===== src/rtl/gigatron_spi_target_if.sv =====
// Bundle of the CPU-facing SPI pins and the back-end byte stream of the SPI target.
interface gigatron_spi_target_if;
  logic [7:0]  ctrl;
  logic        mosi;
  logic        miso;
  logic        miso_oe;
  logic        selected;
  logic [7:0]  rx_data;
  logic        rx_valid;
  logic [7:0]  tx_data;
  logic        tx_valid;
  logic        tx_ready;
  logic        underrun;
  logic [15:0] byte_cnt;

  // Driver side: the CPU ctrl port plus the back-end byte source.
  modport master (
    output ctrl, mosi, tx_data, tx_valid,
    input  miso, miso_oe, selected, rx_data, rx_valid, tx_ready, underrun, byte_cnt
  );

  // The SPI target itself.
  modport slave (
    input  ctrl, mosi, tx_data, tx_valid,
    output miso, miso_oe, selected, rx_data, rx_valid, tx_ready, underrun, byte_cnt
  );
endinterface


===== src/rtl/gigatron_spi_target.sv =====
// SPI mode-0 target watching one /SS bit of the Gigatron ctrl port.
// Exchanges bytes MSB-first, with a one-entry tx holding buffer feeding the shifter.
// ctrl is a registered CPU output in the same clock domain, so it is used without synchronisers.
module gigatron_spi_target #(
  parameter int unsigned SS_INDEX  = 0,
  parameter logic        IDLE_MISO = 1'b1
) (
  input logic                  clock,
  input logic                  rst,
  gigatron_spi_target_if.slave bus
);
  localparam int DATA_W  = 8;
  localparam int SEL_BIT = 2 + SS_INDEX;

  typedef enum logic {IDLE, ACTIVE} state_e;

  state_e              state_q;
  logic                sclk_q;
  logic [DATA_W-1:0]   shreg_q;
  logic [DATA_W-1:0]   rxsh_q;
  logic [2:0]          bit_cnt_q;
  logic                bnd_q;
  logic                miso_q;
  logic                miso_oe_q;
  logic [DATA_W-1:0]   rx_data_q;
  logic                rx_valid_q;
  logic                underrun_q;
  logic [15:0]         byte_cnt_q;
  logic [DATA_W-1:0]   buf_q, buf_d;
  logic                full_q, full_d;

  logic                sel, rise, fall, consume, load;
  logic [DATA_W-1:0]   next_byte;
  logic                unused_ctrl;

  assign sel       = ~bus.ctrl[SEL_BIT];
  assign rise      = bus.ctrl[0] & ~sclk_q;
  assign fall      = ~bus.ctrl[0] & sclk_q;
  // A byte starts either on select assertion or on the fall right after the 8th rise.
  assign consume   = ((state_q == IDLE) && sel) ||
                     ((state_q == ACTIVE) && sel && fall && bnd_q);
  assign load      = bus.tx_valid && !full_q;
  // An empty buffer at byte start sends all-ones and flags an underrun.
  assign next_byte = full_q ? buf_q : {DATA_W{1'b1}};
  assign unused_ctrl = ^bus.ctrl;

  // Holding buffer next state: consume at byte start, then accept a new byte if it was empty.
  always_comb begin
    buf_d  = buf_q;
    full_d = full_q;
    if (consume) full_d = 1'b0;
    if (load) begin
      buf_d  = bus.tx_data;
      full_d = 1'b1;
    end
  end

  // Select FSM, shifters, counters and all registered outputs.
  always_ff @(posedge clock) begin
    if (rst) begin
      state_q    <= IDLE;
      sclk_q     <= 1'b0;
      bit_cnt_q  <= '0;
      bnd_q      <= 1'b0;
      miso_q     <= IDLE_MISO;
      miso_oe_q  <= 1'b0;
      rx_data_q  <= '0;
      rx_valid_q <= 1'b0;
      underrun_q <= 1'b0;
      byte_cnt_q <= '0;
      full_q     <= 1'b0;
    end else begin
      sclk_q     <= bus.ctrl[0];
      rx_valid_q <= 1'b0;
      underrun_q <= 1'b0;
      full_q     <= full_d;
      case (state_q)
        IDLE: begin
          if (sel) begin
            state_q    <= ACTIVE;
            shreg_q    <= next_byte;
            miso_q     <= next_byte[DATA_W-1];
            miso_oe_q  <= 1'b1;
            underrun_q <= ~full_q;
            bit_cnt_q  <= '0;
            bnd_q      <= 1'b0;
            byte_cnt_q <= '0;
          end
        end
        ACTIVE: begin
          if (!sel) begin
            // Deselect drops any partial byte; byte_cnt and the buffer are kept.
            state_q   <= IDLE;
            miso_q    <= IDLE_MISO;
            miso_oe_q <= 1'b0;
            bit_cnt_q <= '0;
            bnd_q     <= 1'b0;
          end else if (rise) begin
            rxsh_q    <= {rxsh_q[DATA_W-2:0], bus.mosi};
            bit_cnt_q <= bit_cnt_q + 3'd1;
            if (bit_cnt_q == 3'd7) begin
              rx_data_q  <= {rxsh_q[DATA_W-2:0], bus.mosi};
              rx_valid_q <= 1'b1;
              byte_cnt_q <= byte_cnt_q + 16'd1;
              bnd_q      <= 1'b1;
            end
          end else if (fall) begin
            if (bnd_q) begin
              shreg_q    <= next_byte;
              miso_q     <= next_byte[DATA_W-1];
              underrun_q <= ~full_q;
              bnd_q      <= 1'b0;
            end else begin
              shreg_q <= {shreg_q[DATA_W-2:0], 1'b0};
              miso_q  <= shreg_q[DATA_W-2];
            end
          end
        end
      endcase
    end
  end

  // Holding buffer data register; validity is tracked by full_q.
  always_ff @(posedge clock) begin
    buf_q <= buf_d;
  end

  assign bus.miso     = miso_q;
  assign bus.miso_oe  = miso_oe_q;
  assign bus.selected = (state_q == ACTIVE);
  assign bus.rx_data  = rx_data_q;
  assign bus.rx_valid = rx_valid_q;
  assign bus.tx_ready = ~full_q;
  assign bus.underrun = underrun_q;
  assign bus.byte_cnt = byte_cnt_q;
endmodule


===== src/flat_wrapper.sv =====
// flat-port wrapper written by rule: the top's interface ports become plain ports
module gigatron_spi_target_flat 
#(
  parameter int unsigned SS_INDEX  = 0,
  parameter logic        IDLE_MISO = 1'b1
)
  (clock, rst, bus_ctrl, bus_mosi, bus_tx_data, bus_tx_valid, bus_miso, bus_miso_oe, bus_selected, bus_rx_data, bus_rx_valid, bus_tx_ready, bus_underrun, bus_byte_cnt);
  gigatron_spi_target_if bus_i ();
  input logic clock;
  input logic rst;
  input wire logic [$bits(bus_i.ctrl)-1:0] bus_ctrl;
  input wire logic [$bits(bus_i.mosi)-1:0] bus_mosi;
  input wire logic [$bits(bus_i.tx_data)-1:0] bus_tx_data;
  input wire logic [$bits(bus_i.tx_valid)-1:0] bus_tx_valid;
  output wire logic [$bits(bus_i.miso)-1:0] bus_miso;
  output wire logic [$bits(bus_i.miso_oe)-1:0] bus_miso_oe;
  output wire logic [$bits(bus_i.selected)-1:0] bus_selected;
  output wire logic [$bits(bus_i.rx_data)-1:0] bus_rx_data;
  output wire logic [$bits(bus_i.rx_valid)-1:0] bus_rx_valid;
  output wire logic [$bits(bus_i.tx_ready)-1:0] bus_tx_ready;
  output wire logic [$bits(bus_i.underrun)-1:0] bus_underrun;
  output wire logic [$bits(bus_i.byte_cnt)-1:0] bus_byte_cnt;
  assign bus_i.ctrl = bus_ctrl;
  assign bus_i.mosi = bus_mosi;
  assign bus_i.tx_data = bus_tx_data;
  assign bus_i.tx_valid = bus_tx_valid;
  assign bus_miso = bus_i.miso;
  assign bus_miso_oe = bus_i.miso_oe;
  assign bus_selected = bus_i.selected;
  assign bus_rx_data = bus_i.rx_data;
  assign bus_rx_valid = bus_i.rx_valid;
  assign bus_tx_ready = bus_i.tx_ready;
  assign bus_underrun = bus_i.underrun;
  assign bus_byte_cnt = bus_i.byte_cnt;
  gigatron_spi_target #(.SS_INDEX(SS_INDEX), .IDLE_MISO(IDLE_MISO)) u_core (.clock(clock), .rst(rst), .bus(bus_i));
endmodule

===== config.mk =====
export PLATFORM = sky130hd
export DESIGN_NAME = gigatron_spi_target_flat
export DESIGN_NICKNAME = d
export VERILOG_FILES = /design/src/rtl/gigatron_spi_target_if.sv /design/src/rtl/gigatron_spi_target.sv /design/src/flat_wrapper.sv
export SDC_FILE = /design/constraint.sdc
export NUM_CORES = 1
export LEC_CHECK = 0
export BUFFER_PORTS_ARGS = -buffer_cell sky130_fd_sc_hd__buf_2
export CORE_AREA = 2 2 65 92
export CTS_CLUSTER_DIAMETER = 40
export DETAILED_ROUTE_END_ITERATION = 10
export DIE_AREA = 0 0 67 94
export PLACE_DENSITY = 0.69
export REMOVE_ABC_BUFFERS = 1
export SKIP_LAST_GASP = 1
export SYNTH_ARGS = -nofsm -noshare
export SYNTH_HDL_FRONTEND = slang
export SYNTH_SLANG_ARGS = --single-unit

===== constraint.sdc =====
create_clock -name clock -period 2.3 [get_ports clock]
set_input_delay 0.69 -clock clock [delete_from_list [all_inputs] [get_ports clock]]
set_output_delay 0.69 -clock clock [all_outputs]
set_load 0.02 [all_outputs]

==> results of run 1 <==
[per-stage QoR]
stage / total power [W] / hold slack [ps] / TNS, ps
after global routing: 0.00220 / 466 / 0
final: 0.00212 / 453 / 0
after CTS: 0.00214 / 455 / 0
after detailed placement: 0.00123 / 440 / -623
after global placement: 0.00122 / 434 / -383
after floorplan: 0.00117 / 426 / -2500
[cell families after synthesis]
group | Yosys count | share of synthesized area, %
AND/OR/NAND/NOR | 85 | 19.8
AO/OA/AOI/OAI | 64 | 15.9
flip-flops | 57 | 56.3
buffers and inverters | 21 | 3.31
adder cells (fa/ha/maj) | 7 | 3.62
XOR/XNOR | 2 | 0.724
multiplexers | 1 | 0.414
[cells in the mapped netlist]
master,instances,area [sq um]
a21o_1,2,15.0
xnor2_1,1,8.76
or2_2,1,6.26
a22oi_1,2,15.0
and3_1,1,6.26
and2_1,3,18.8
or3_1,8,50.1
inv_1,12,45.0
mux2i_1,1,10.0
a21oi_1,29,145
o21ai_0,10,50.1
nor3_1,1,5.00
a311o_1,2,20.0
o21a_1,2,15.0
dfxtp_1,35,701
nand3_1,4,20.0
a211o_1,2,17.5
nor2b_1,4,25.0
and4_1,1,8.76
nand3b_4,1,20.0
a31oi_1,7,43.8
o31a_1,1,8.76
edfxtp_1,22,661
clkbuf_1,8,30.0
nor4_1,1,6.26
buf_2,1,5.00
or4_1,5,37.5
ha_1,7,87.6
nand4_1,6,37.5
a2111oi_0,1,8.76
and3b_1,2,17.5
o31ai_1,4,30.0
xor2_1,1,8.76
and2b_1,1,7.51
nand2_1,23,86.3
nand2b_1,4,25.0
a211oi_1,2,15.0
nor2_1,17,63.8
or3b_2,1,8.76
nand4bb_4,1,27.5
[final cells by class]
cell class	count	share of cell area, %
Tap cell	68	2.86
Clock buffer	9	4.16
Sequential cell	57	45.8
Clock inverter	7	2.35
Timing Repair Buffer	56	10.5
Multi-Input combinational cell	159	32.8
Inverter	12	1.51
[sequential cells by signal (all words and copies together) (netlist names)]
| name | count |
|---|---|
| u_core.bus.miso | 1 |
| u_core.bus.rx_data | 8 |
| u_core.rxsh_q | 7 |
| u_core.shreg_q | 7 |
| u_core.bus.miso_oe | 1 |
| u_core.bit_cnt_q | 3 |
| u_core.sclk_q | 1 |
| u_core.bus.rx_valid | 1 |
| u_core.bnd_q | 1 |
| u_core.bus.selected | 1 |
| u_core.buf_q | 8 |
| u_core.bus.byte_cnt | 16 |
| u_core.full_q | 1 |
| u_core.bus.underrun | 1 |
[metal layers]
| layer | vias up | part of all wire [%] |
|---|---|---|
| li1 | 977 | - |
| met1 | 933 | 43 |
| met2 | 47 | 51 |
| met3 | 6 | 4.8 |
| met4 | 0 | 1.8 |
| met5 | - | 0 |
[how the worst max path moves through the flow]
stage | slack [ps] | startpoint | endpoint
floorplan | -250 | u_core.bus.selected | u_core.shreg_q[0]
global placement | -70 | bus_ctrl[2] | u_core.bus.byte_cnt[9]
detailed placement | -110 | bus_ctrl[2] | u_core.bus.byte_cnt[9]
CTS | 230 | u_core.bit_cnt_q[0] | u_core.bus.byte_cnt[9]
global route | 130 | u_core.bit_cnt_q[0] | u_core.bus.byte_cnt[10]
finish | 210 | u_core.bit_cnt_q[0] | u_core.bus.byte_cnt[9]
[critical path, stage by stage (launching register included)]
cell      delay (ps)
dfxtp_1          360
ha_1             160
ha_1             240
nand3b_4         130
a211o_1          440
buf_4            210
or3_1            350
a21oi_1          140
[power breakdown]
group	leakage [nW]	switching, W	internal, W	total, W
clock network	0.0893	0.000414	0.000497	0.000911
registers	0.484	0.0000107	0.00107	0.00108
logic	0.611	0.0000725	0.0000488	0.000121
==> impl_metrics.toml, run 1 <==
[place]
placed_cell_area_sq_um = 2780
placed_cells = 352
port_buffers = 43
dp.final_hpwl_um = 3500
dp_slack_ps = -114
gp_congestion = 0.715

[cells_and_area]
drive_above_1_share_pct = 25.0
layout_common_cells = "buf_2, dfxtp_1, a21oi_1"
layout_commonest_cell = "buf_2"
nNetsFinal = 322
instances_no_fill = 368
regArea_sq_um = 1360
fin_util_pct = 54.6
multiInputGateArea_sq_um = 977
area_growth_pct = 23.0
antennaDiodeCount = 0
fillerInstances = 535
final_cell_area_sq_um = 2980

[synthesis]
synth.yosys.seq_area_share_pct = 56.3
yosysWarnings = 0
syn_area_sq_um = 2420
syn_avg_cell_area_sq_um = 10.2
ys_seq_elements = 57
synth.distinct_cells = 40
synthCells = 237

[timing]
worst_slack_ps = 214
drv_slew = 0
tightest_slew_ps = 454
rsz0062_at_grt = "no"
skew_ps = 10.3
setup_viol = 0
hold_viol = 0
max_slew_margin_pct = 69.7
finalCriticalPeriod_ps = 2090
fin_crit_sh_pct = 90.7
max_freq_ghz = 0.479

[routing]
dr.pass1.iters = 4
drt_iter0_markers = 69
num_vias = 1963
viasPerCell = 5.33
drtAntennaViolNets = 0
drc_errors = 0
routed_wl_um = 5010
wl_per_cell_um = 13.6

[pwr]
p_per_area_nw_per_um2 = 712
p_leak_nw = 1.18
ir_drop_uv = 539

[job]
drv_cap = 0

[clock_network]
clock_latency_ps = 340
cts.sinks = 57
cts_hold_buf = 0
cts_tree = "done"
cts_root_buf = "clkbuf_8"
htreeDepth = 3
postCtsSetupRepairBufs = 0
post_cts_resized = 0
numCtsBuffers = 9
clk_pin_slew_ps = 60
clockBufferDepth = 2

[critical_path]
rr_startpoint = "u_core.bit_cnt_q[0]"
cp-end-kind = "register"
start_kind = "register"
rr_worst_depth = 7
worstSetupPathType = "reg -> reg"
timing.rr.end = "u_core.bus.byte_cnt[9]"
crit_arrival_ps = 2350
cp.required_ps = 2560
cp_max_fo = 10
rrSetupSlack_ps = 210

[floorplanning]
die_w_um = 67
ios = 50
core_area_sq_um = 5450
floorplan.initialDensity_pct = 44.4
die_h_um = 94
dieArea_sq_um = 6300
rows = 32

[min_path]
hp-start = "u_core.bus.rx_data[3]"
hold_end = "u_core.bus.rx_data[3]"
hp-class = "reg -> reg"
worstHoldPathCells = 2

[grt]
grt_overflow_total = 0
grt_pass1_wl_um = 8140
met3_usage_pct = 5.52
gr-usage-all-layers_pct = 17.4
grt_pass1_vias = 1855
gr-max-usage-layer = "met2"
grt_max_degree = 26
use_met1_pct = 18.3
antenna_found_initial = 0
grt.met2_usage_pct = 30.4

[run_status]
status = "completed"
No activity file was read; power rests on OpenSTA's default activity.
==> run 2: changes to the inputs <==
- PLACE_DENSITY: 0.69 -> 0.67
- clock period: 2.3 -> 2.35 ns (I/O delays scaled with it)
==> impl_metrics.toml, run 2 (synthesized netlist as in run 1, its figures left out) <==
[run_status]
status = "completed"

[timing]
tightest_slew_ps = 542
fin_crit_sh_pct = 91.9
max_slew_margin_pct = 62.9
timing.hold.ws_ps = 451
hold_viol = 0
tns_ps = 0
setup_viol = 0
finalCriticalPeriod_ps = 2160
rsz0062_at_grt = "no"
skew_ps = 8.35
worst_slack_ps = 191
max_freq_ghz = 0.463
drv_slew = 0

[critical_path]
rr_worst_depth = 6
timing.rr.end = "u_core.bus.byte_cnt[11]"
max_stage_delay_ps = 540
worstSetupPathType = "reg -> reg"
crit_arrival_ps = 2430
cp-end-kind = "register"
rr_startpoint = "u_core.bus.selected"
slowest_stage = "or4_1"
cp.required_ps = 2620
start_kind = "register"
rrSetupSlack_ps = 190
crit_path_cell_trace = "inv_1 > ha_1 > nand4bb_4 > a211o_1 > or4_1 > a21oi_1"
cp_max_fo = 14

[cells_and_area]
layout_common_cells = "buf_2, dfxtp_1, a21oi_1"
layout_commonest_cell = "buf_2"
nNetsFinal = 320
instances_no_fill = 366
antennaDiodeCount = 0
largest_reg_flops = 16
fillerInstances = 487
area_growth_pct = 23.1
drive_above_1_share_pct = 23.8

[floorplanning]
core_area_sq_um = 5450
die_h_um = 94
die_w_um = 67
floorplan.initialDensity_pct = 44.4
dieArea_sq_um = 6300
rows = 32
ios = 50

[clock_network]
cts_root_buf = "clkbuf_8"
postCtsSetupRepairBufs = 0
clockBufferDepth = 2
post_cts_resized = 0
numCtsBuffers = 9
cts_hold_buf = 0
cts.sinks = 57
clk_pin_slew_ps = 70
clock_latency_ps = 340
cts_tree = "done"
htreeDepth = 3

[grt]
grt_pass1_wl_um = 7710
grt_overflow_total = 0
antenna_found_initial = 0
grt_max_degree = 26
grt_pass1_vias = 1769
gr-usage-all-layers_pct = 16.5

[pwr]
pwr-share-comb_pct = 5.4
pwr-share-clk_pct = 45.1
p_per_area_nw_per_um2 = 721
p_sw_w = 0.000459
power.total_w = 0.00215
p_int_w = 0.00169
p_sw_share_pct = 21.4
p_leak_nw = 1.18
seq_power_share_pct = 49.5
ir_drop_uv = 442

[routing]
num_vias = 1930
drtAntennaViolNets = 0
dr.pass1.iters = 4
viasPerCell = 5.27
drc_errors = 0
wl_per_cell_um = 12.8
drt_iter0_markers = 60
routed_wl_um = 4680

[min_path]
worstHoldPathCells = 2
hp-start = "u_core.bus.rx_data[4]"
hp-class = "reg -> reg"
hold_end = "u_core.bus.rx_data[4]"

[place]
dp_slack_ps = -114
placed_cells = 350
gp_congestion = 0.717
dp.final_hpwl_um = 3310
port_buffers = 43

[job]
drv_cap = 0
-- run 2: changes by cell type in the layout (fill, tap and decap cells not counted) --
cell / previous run / this run
clkinv_2: 1 / 0
bufinv_16: 1 / 2
clkbuf_1: 0 / 1
inv_6: 1 / 0
buf_4: 13 / 11
clkinvlp_4: 3 / 2
clkinv_1: 1 / 2
-- run 2: layout make-up --
cell class / instances / area (sq um) / area share [%]
multi-input cells: 159 / 977 / 32.8
clock inverters: 6 / 82.6 / 2.77
well taps: 68 / 85.1 / 2.86
inverters: 12 / 45.0 / 1.51
flip-flops and latches: 57 / 1360 / 45.7
repair buffers: 54 / 298 / 10.0
clock buffers: 10 / 128 / 4.29
-- run 2: worst max-delay path by stage --
stage	from	endpoint	cells after the start
5_1_grt	u_core.bus.selected	u_core.bus.byte_cnt[9]	7
4_1_cts	u_core.bus.selected	u_core.bus.byte_cnt[11]	6
2_1_floorplan	u_core.bus.selected	u_core.shreg_q[0]	4
6_report	u_core.bus.selected	u_core.bus.byte_cnt[11]	6
3_5_place_dp	bus_ctrl[2]	u_core.bus.byte_cnt[11]	6
3_3_place_gp	bus_ctrl[2]	u_core.bus.byte_cnt[11]	6
-- run 2: metrics by stage --
step / utilization [%] / area [sq um]
after detailed placement: 50.8 / 2770
after CTS: 54.7 / 2980
final: 54.7 / 2980
after global placement: 50.8 / 2770
after floorplan: - / 2380
after global routing: 54.7 / 2980
-- run 2: power by group through the flow --
stage	sequential [W]	clock [W]	combinational, W
floorplan	0.00109	0	0.0000589
global placement	0.00108	0	0.000115
detailed placement	0.00108	0	0.000117
CTS	0.00106	0.000988	0.000117
global route	0.00106	0.00102	0.000130
finish	0.00106	0.000967	0.000116
-- run 2: routing by layer --
metal / global-route usage (%) / share of wire, %
met1: 18.7 / 44
met2: 27.0 / 50
met3: 4.44 / 4.6
met4: 10.2 / 2.0
met5: 0 / 0
-- run 2: worst max-delay path: cells and delay by family (launching register included) --
family / cells / cell delay, ps
AND/OR/NAND/NOR: 2 / 740
AO/OA/AOI/OAI: 2 / 590
flip-flops: 1 / 440
adder cells (fa/ha/maj): 1 / 220
buffers and inverters: 1 / 90
